### src/rtl/sha256_pkg.sv
// rtl/sha256_pkg.sv - SHA-256 constants, FSM state type and round helper functions
package sha256_pkg;

    typedef enum logic [1:0] {IDLE, ROUND, DONE} state_t;

    localparam logic [255:0] IV = 256'h6a09e667_bb67ae85_3c6ef372_a54ff53a_510e527f_9b05688c_1f83d9ab_5be0cd19;

    localparam logic [31:0] K [0:63] = '{
        32'h428a2f98, 32'h71374491, 32'hb5c0fbcf, 32'he9b5dba5, 32'h3956c25b, 32'h59f111f1, 32'h923f82a4, 32'hab1c5ed5,
        32'hd807aa98, 32'h12835b01, 32'h243185be, 32'h550c7dc3, 32'h72be5d74, 32'h80deb1fe, 32'h9bdc06a7, 32'hc19bf174,
        32'he49b69c1, 32'hefbe4786, 32'h0fc19dc6, 32'h240ca1cc, 32'h2de92c6f, 32'h4a7484aa, 32'h5cb0a9dc, 32'h76f988da,
        32'h983e5152, 32'ha831c66d, 32'hb00327c8, 32'hbf597fc7, 32'hc6e00bf3, 32'hd5a79147, 32'h06ca6351, 32'h14292967,
        32'h27b70a85, 32'h2e1b2138, 32'h4d2c6dfc, 32'h53380d13, 32'h650a7354, 32'h766a0abb, 32'h81c2c92e, 32'h92722c85,
        32'ha2bfe8a1, 32'ha81a664b, 32'hc24b8b70, 32'hc76c51a3, 32'hd192e819, 32'hd6990624, 32'hf40e3585, 32'h106aa070,
        32'h19a4c116, 32'h1e376c08, 32'h2748774c, 32'h34b0bcb5, 32'h391c0cb3, 32'h4ed8aa4a, 32'h5b9cca4f, 32'h682e6ff3,
        32'h748f82ee, 32'h78a5636f, 32'h84c87814, 32'h8cc70208, 32'h90befffa, 32'ha4506ceb, 32'hbef9a3f7, 32'hc67178f2
    };

    function automatic logic [31:0] rotr(input logic [31:0] x, input int unsigned n);
        return (x >> n) | (x << (32 - n));
    endfunction

    function automatic logic [31:0] Ch(input logic [31:0] x, input logic [31:0] y, input logic [31:0] z);
        return (x & y) ^ (~x & z);
    endfunction

    function automatic logic [31:0] Maj(input logic [31:0] x, input logic [31:0] y, input logic [31:0] z);
        return (x & y) ^ (x & z) ^ (y & z);
    endfunction

    function automatic logic [31:0] S0(input logic [31:0] x);
        return rotr(x, 2) ^ rotr(x, 13) ^ rotr(x, 22);
    endfunction

    function automatic logic [31:0] S1(input logic [31:0] x);
        return rotr(x, 6) ^ rotr(x, 11) ^ rotr(x, 25);
    endfunction

    function automatic logic [31:0] s0(input logic [31:0] x);
        return rotr(x, 7) ^ rotr(x, 18) ^ (x >> 3);
    endfunction

    function automatic logic [31:0] s1(input logic [31:0] x);
        return rotr(x, 17) ^ rotr(x, 19) ^ (x >> 10);
    endfunction

endpackage

### src/rtl/sha256_round.sv
// rtl/sha256_round.sv - one combinational SHA-256 compression round over packed a..h
module sha256_round
    import sha256_pkg::*;
(
    input  logic [255:0] state_in,
    input  logic [31:0]  k,
    input  logic [31:0]  w,
    output logic [255:0] state_out
);

    logic [31:0] a, b, c, d, e, f, g, h;
    logic [31:0] t1, t2;

    assign {a, b, c, d, e, f, g, h} = state_in;

    assign t1 = h + S1(e) + Ch(e, f, g) + k + w;
    assign t2 = S0(a) + Maj(a, b, c);

    assign state_out = {t1 + t2, a, b, c, d + t1, e, f, g};

endmodule

### src/rtl/sha256_block.sv
// rtl/sha256_block.sv - iterative SHA-256 compression, one round per clock, 66-cycle turnaround
module sha256_block
    import sha256_pkg::*;
(
    input  logic         clk,
    input  logic         rst,
    input  logic [255:0] H_in,
    input  logic [511:0] M_in,
    input  logic         input_valid,
    output logic [255:0] H_out,
    output logic         output_valid
);

    state_t       state;
    logic [255:0] work;
    logic [255:0] work_next;
    logic [255:0] saved_h;
    logic [31:0]  sched [16];
    logic [5:0]   round_cnt;
    logic [31:0]  w_new;

    // sched[0] always holds W[t]; the new tail word is W[t+16]
    assign w_new = s1(sched[14]) + sched[9] + s0(sched[1]) + sched[0];

    sha256_round u_round (
        .state_in  (work),
        .k         (K[round_cnt]),
        .w         (sched[0]),
        .state_out (work_next)
    );

    always_ff @(posedge clk or negedge rst) begin
        if (!rst) begin
            state        <= IDLE;
            work         <= '0;
            saved_h      <= '0;
            round_cnt    <= '0;
            H_out        <= '0;
            output_valid <= 1'b0;
            for (int i = 0; i < 16; i++) begin
                sched[i] <= '0;
            end
        end else begin
            output_valid <= 1'b0;
            case (state)
                IDLE: begin
                    if (input_valid) begin
                        work      <= H_in;
                        saved_h   <= H_in;
                        round_cnt <= '0;
                        for (int i = 0; i < 16; i++) begin
                            sched[i] <= M_in[511 - 32*i -: 32];
                        end
                        state     <= ROUND;
                    end
                end
                ROUND: begin
                    work      <= work_next;
                    round_cnt <= round_cnt + 6'd1;
                    for (int i = 0; i < 15; i++) begin
                        sched[i] <= sched[i+1];
                    end
                    sched[15] <= w_new;
                    if (round_cnt == 6'd63) begin
                        state <= DONE;
                    end
                end
                DONE: begin
                    for (int i = 0; i < 8; i++) begin
                        H_out[255 - 32*i -: 32] <= saved_h[255 - 32*i -: 32] + work[255 - 32*i -: 32];
                    end
                    output_valid <= 1'b1;
                    state        <= IDLE;
                end
                default: state <= IDLE;
            endcase
        end
    end

endmodule

### config.mk
export PLATFORM = sky130hd
export DESIGN_NAME = sha256_block
export DESIGN_NICKNAME = d
export VERILOG_FILES = /design/src/rtl/sha256_pkg.sv /design/src/rtl/sha256_round.sv /design/src/rtl/sha256_block.sv
export SDC_FILE = /design/constraint.sdc
export NUM_CORES = 2
export LEC_CHECK = 0
export BUFFER_PORTS_ARGS = -buffer_cell sky130_fd_sc_hd__buf_2
export CAP_MARGIN = 20
export CORE_MARGIN = 8
export CORE_UTILIZATION = 55
export DETAILED_ROUTE_END_ITERATION = 10
export HOLD_SLACK_MARGIN = 0.12
export PLACE_DENSITY_LB_ADDON = 0.15
export SLEW_MARGIN = 20
export SYNTH_ARGS = -nofsm -noshare
export SYNTH_HDL_FRONTEND = slang
export SYNTH_SLANG_ARGS = --single-unit
export TNS_END_PERCENT = 5
### constraint.sdc
create_clock -name clk -period 14.75 [get_ports clk]
set_input_delay 4.425 -clock clk [delete_from_list [all_inputs] [get_ports clk]]
set_output_delay 4.425 -clock clk [all_outputs]
set_load 0.05 [all_outputs]
# Word-level counts from Yosys, hierarchy flattened
# Memories as Yosys holds them, arrays and structs flattened.
# Cells that the tools add are included.
# totals
mem_count	1
mem_bits_ro	2048
word_cells	93
regBits	1289
out_inout_bits	257
inputBits	771
# op_classes
mux	12
n_eq_ne	5
addsub	19
n_lt_le_gt_ge	1
n_bitwise	28
reduce_logical	5
# memory_table
memory	depth	width	rd	rd_clocked_by_memory_dff	write_ports	line	text
(name not given)	64	32	1	0	0	sha256_block.sv:27	.k (K[round_cnt]),
# op_table
operator	count
$pmux 512 s2	1
$add 32x32->32	18
$mux 512	1
$pmux 256 s2	1
$xor 32x32->32	9
$mux 256	1
$and 32x32->32	5
$mux 32	2
$not 32->32	1
$or 10x32->32	1
$or 13x32->32	1
$or 14x32->32	1
$or 15x32->32	1
$or 19x32->32	1
$or 21x32->32	1
$or 25x32->32	1
$or 26x32->32	1
$or 30x32->32	1
$or 7x32->32	1
$xor 32x22->32	1
$xor 32x29->32	1
$pmux 6 s2	1
$ge 7x7->1 const B	1
$not 6->7	1
12 further kinds	16

# Depth between registers and ports, before layout
# logic_depth
ltp_word	9
ltp_mapped	40
depth_no_buf	37

# By module
# A second synthesis with hierarchy kept.
# hier_totals
hier_cells	10348
area_unflattened_um2	83954.3
# by_module_without_submodules
mod	cells_each	seq_area_each_um2	n_inst	area_per_inst_um2
sha256_block	9016	32255.9	1	73042.6
sha256_round	1332	0.0	1	10911.7

# Least setup slack after synthesis
# OpenSTA, ideal clock, no wires.
# synth_path
kind	register to register
start	register round_cnt[2]
end	register work[255]
synth_period_minus_slack_ns	7.875
path_slack_ns	6.875
n_path_buf	4
t_arrival_ns	7.797
required_ns	14.673
path_stages_with_launch	38
setup_ns	0.077
path_cell_list	dfrtp_1 > clkbuf_1 > inv_1 > clkbuf_1 > buf_1 > ha_1 > nor2b_1 > a21oi_1 > nor3b_1 > a21oi_1 > o21ai_0 > fa_1 > inv_1 > ha_1 > inv_1 > fa_1 > nor2b_1 > o31a_1 > (+2 left out) > a311o_1 > a21oi_1 > xnor2_1 > inv_1 > fa_1 > inv_1 > ha_1 > clkbuf_1 > a21o_1 > a211oi_1 > o21ai_0 > a21oi_1 > o31ai_1 > a21oi_1 > o21ai_0 > o21ai_0 > xnor3_1 > a21oi_1
# synth_via
elab_chain_cells	8
# synth_lines
element	line	text
start, declared	sha256_block.sv:19	logic [5:0] round_cnt;
start signal, assigned	sha256_block.sv:59	round_cnt <= round_cnt + 6'd1;
$not 6->7 (not written as such)	sha256_block.sv:27	
$mem_v2 64x32	-	
$mux 32 (not written as such) (2 in series)	sha256_block.sv:27	
$add 32x32->32 (2 in series)	sha256_round.sv:16	assign t1 = h + S1(e) + Ch(e, f, g) + k + w;
$add 32x32->32	sha256_round.sv:19	assign state_out = {t1 + t2, a, b, c, d + t1, e, f, g};
$pmux 256 s2	sha256_block.sv:45	case (state)
end signal, assigned	sha256_block.sv:48	work <= H_in;
end signal, assigned	sha256_block.sv:58	work <= work_next;
end, declared	sha256_block.sv:15	logic [255:0] work;
# Every way passes these cells. The select of a mux whose other input is x is not followed.
# A chain may end at the register's enable or synchronous reset.

# Worst setup path in the final report
# layout_path
start	register round_cnt[1]
end	register work[255]
# Same word-level chain as after synthesis.

==> metrics <==
Synth Flop Type dfrtp_1; status completed; worst path arrival time 9.67 ns; Layout Cells excl Fill approximately 13000; ANT nets after route 0; Root Buffer clkbuf_16; startpoint types flop; Yosys cell types 75; DRT Pass-1 Iters 9; Slowest Stage Delay on Critical Path 0.68 ns; most frequent cells after synthesis nand2_1, dfrtp_1, nor2_1, a31oi_1, clkbuf_1; Longest Clk Path Bufs 3; Yosys warning count 0; Tmin final around 9 ns; Setup CP Type flop to flop; Post-CTS Hold Buffers 0; nets ~12000; family with the most delay on the worst path compound AO/OA/AOI/OAI gates; Crit path required time about 15 ns; die area between 150000 and 200000 um^2; synth top area cells dfrtp_1, nand2_1, ha_1; vias in the first global route 74600; FP Rows 141; post-synth top area cell dfrtp_1; largest net degree at the start of global routing approximately 290; Vias/cell slightly above 6; Fmax around 0.11 GHz; Clk pin slew, worst setup/hold paths roughly 0.060 ns; post-synthesis sequential area ratio between 30% and 40%; clk_skew 0.0457 ns; total negative setup slack 0 ns; port bufs a little over 1000; H-tree levels 4; Die Wd 400 um; Worst Path Buf+Inv 6; core area roughly 150000 um^2; Max-cap violations 0; CTS tree done; Clock Latency Late Sink 0.82 ns; setup violators final 0; 1st-iter DRT viols about 9100; Vias approximately 77000; number of I/O pins ~1000; flops & latches, synth 1289; CTS Buf Count 143; CP endpoint kind flop; post-synthesis net count approximately 11000; clk sinks ~1300; WL/cell between 20 and 30 um; Initial Util between 50% and 60%; layout cell share with drive strength beyond 1 between 10% and 20%; slowest CP cell o21ai_0; Slew Viols, Final 0; RSZ-0062 raised after global routing false; GRT Overall Usage between 40% and 50%; post-synth top area share between 30% and 40%; Fillers ~13000; GP Congestion between 1 and 1.5; most common cell in the netlist nand2_1; synthesis-to-layout area growth 13.3%; slew margin rel. between 20% and 30%; gr ovfl total 0; final WL between 300 and 400 mm; Post-synth EDFFs 0; CTS resizes 0; most frequent CP cell inv_1; Final Hold Fails 0; Inst Count DP ~12000; Synth Instances 9950; DR DRC count 0; Final HPWL DP between 200 and 300 mm; post-CTS setup buffer count 0; initial antenna violation count 35; actual slew at the worst max-slew pin 1.16 ns; first-pass GRT wire length ~480 mm; ys async rst share between 90% and 100%; Max FO, Critical Path 16; syn_area_per_cell a little over 8 um^2; Hold WC Path Type flop to flop; synthesized cell area roughly 80000 um^2; Die H 400 um; Tcrit/Tclk final 60.7%
[logic make-up after synthesis]
group	Yosys count	share of synthesized area, %
AO/OA/AOI/OAI	2261	17.2
XOR/XNOR	563	6.10
adder cells (fa/ha/maj)	597	11.0
buffers and inverters	1135	5.25
flip-flops	1289	39.7
multiplexers	59	0.866
AND/OR/NAND/NOR	4046	19.8
[cell type report]
cell class,count,area (um^2),area share (%)
Multi-Input combinational cell,7526,44700,48.6
Sequential cell,1289,32300,35.1
Timing Repair Buffer,1103,5860,6.37
Clock buffer,208,4120,4.48
Tap cell,1930,2410,2.63
Inverter,502,1880,2.05
Clock inverter,47,666,0.724
Antenna cell,19,47.5,0.0517
[layer usage]
layer / GRT usage (%) / wire, um / vias up
met4: 23.7 / 23700 / 24
li1: - / - / 34600
met3: 9.67 / 33800 / 969
met5: 0 / 154 / -
met2: 62.2 / 149000 / 4341
met1: 51.5 / 127000 / 37500
[tightest hold or removal path, stage by stage, from the launching register on]
cell	delay, ns
dfrtp_1	0.34
nand2_1	0.05
nand2_1	0.05
[worst paths after layout]
path,startpoint,end,slack (ns),cells past startpoint
setup / recovery,round_cnt[1],work[255],5.79,34
hold / removal,H_out[128],H_out[128],0.47,2
setup reg to reg,round_cnt[1],work[255],5.79,34
hold reg to reg,H_out[128],H_out[128],0.47,2
max in group asynchronous,rst,sched[243],8.58,3
min in group asynchronous,rst,H_out[179],3.59,1
[metrics by stage]
step / instance area [um^2] / utilization, % / setup slack [ns] / hold WS [ns]
after floorplan: 81200 / - / 6.88 / 0.451
after global placement: 87100 / 59.2 / 5.91 / 0.450
after detailed placement: 87200 / 59.2 / 5.89 / 0.459
after CTS: 91900 / 62.5 / 5.94 / 0.473
after global routing: 92000 / 62.5 / 5.30 / 0.487
final: 92000 / 62.5 / 5.79 / 0.471
[sequential cells by signal, indices dropped and copies added (netlist names)]
name,flops
round_cnt,6
sched,512
work,256
H_out,256
output_valid,1
saved_h,256
state,2
[cells in the final DEF (no fill, tap or decap), drive strengths merged, types with 314 or more instances in the layout]
master     n
a31oi    748
nand2   2682
xnor2    314
nor2     928
inv      504
o21ai    522
buf     1103
ha       399
dfrtp   1289
a21oi    377
Power is not shown: default switching activity piles up to over one toggle a cycle in this logic, so the estimate is an artifact.
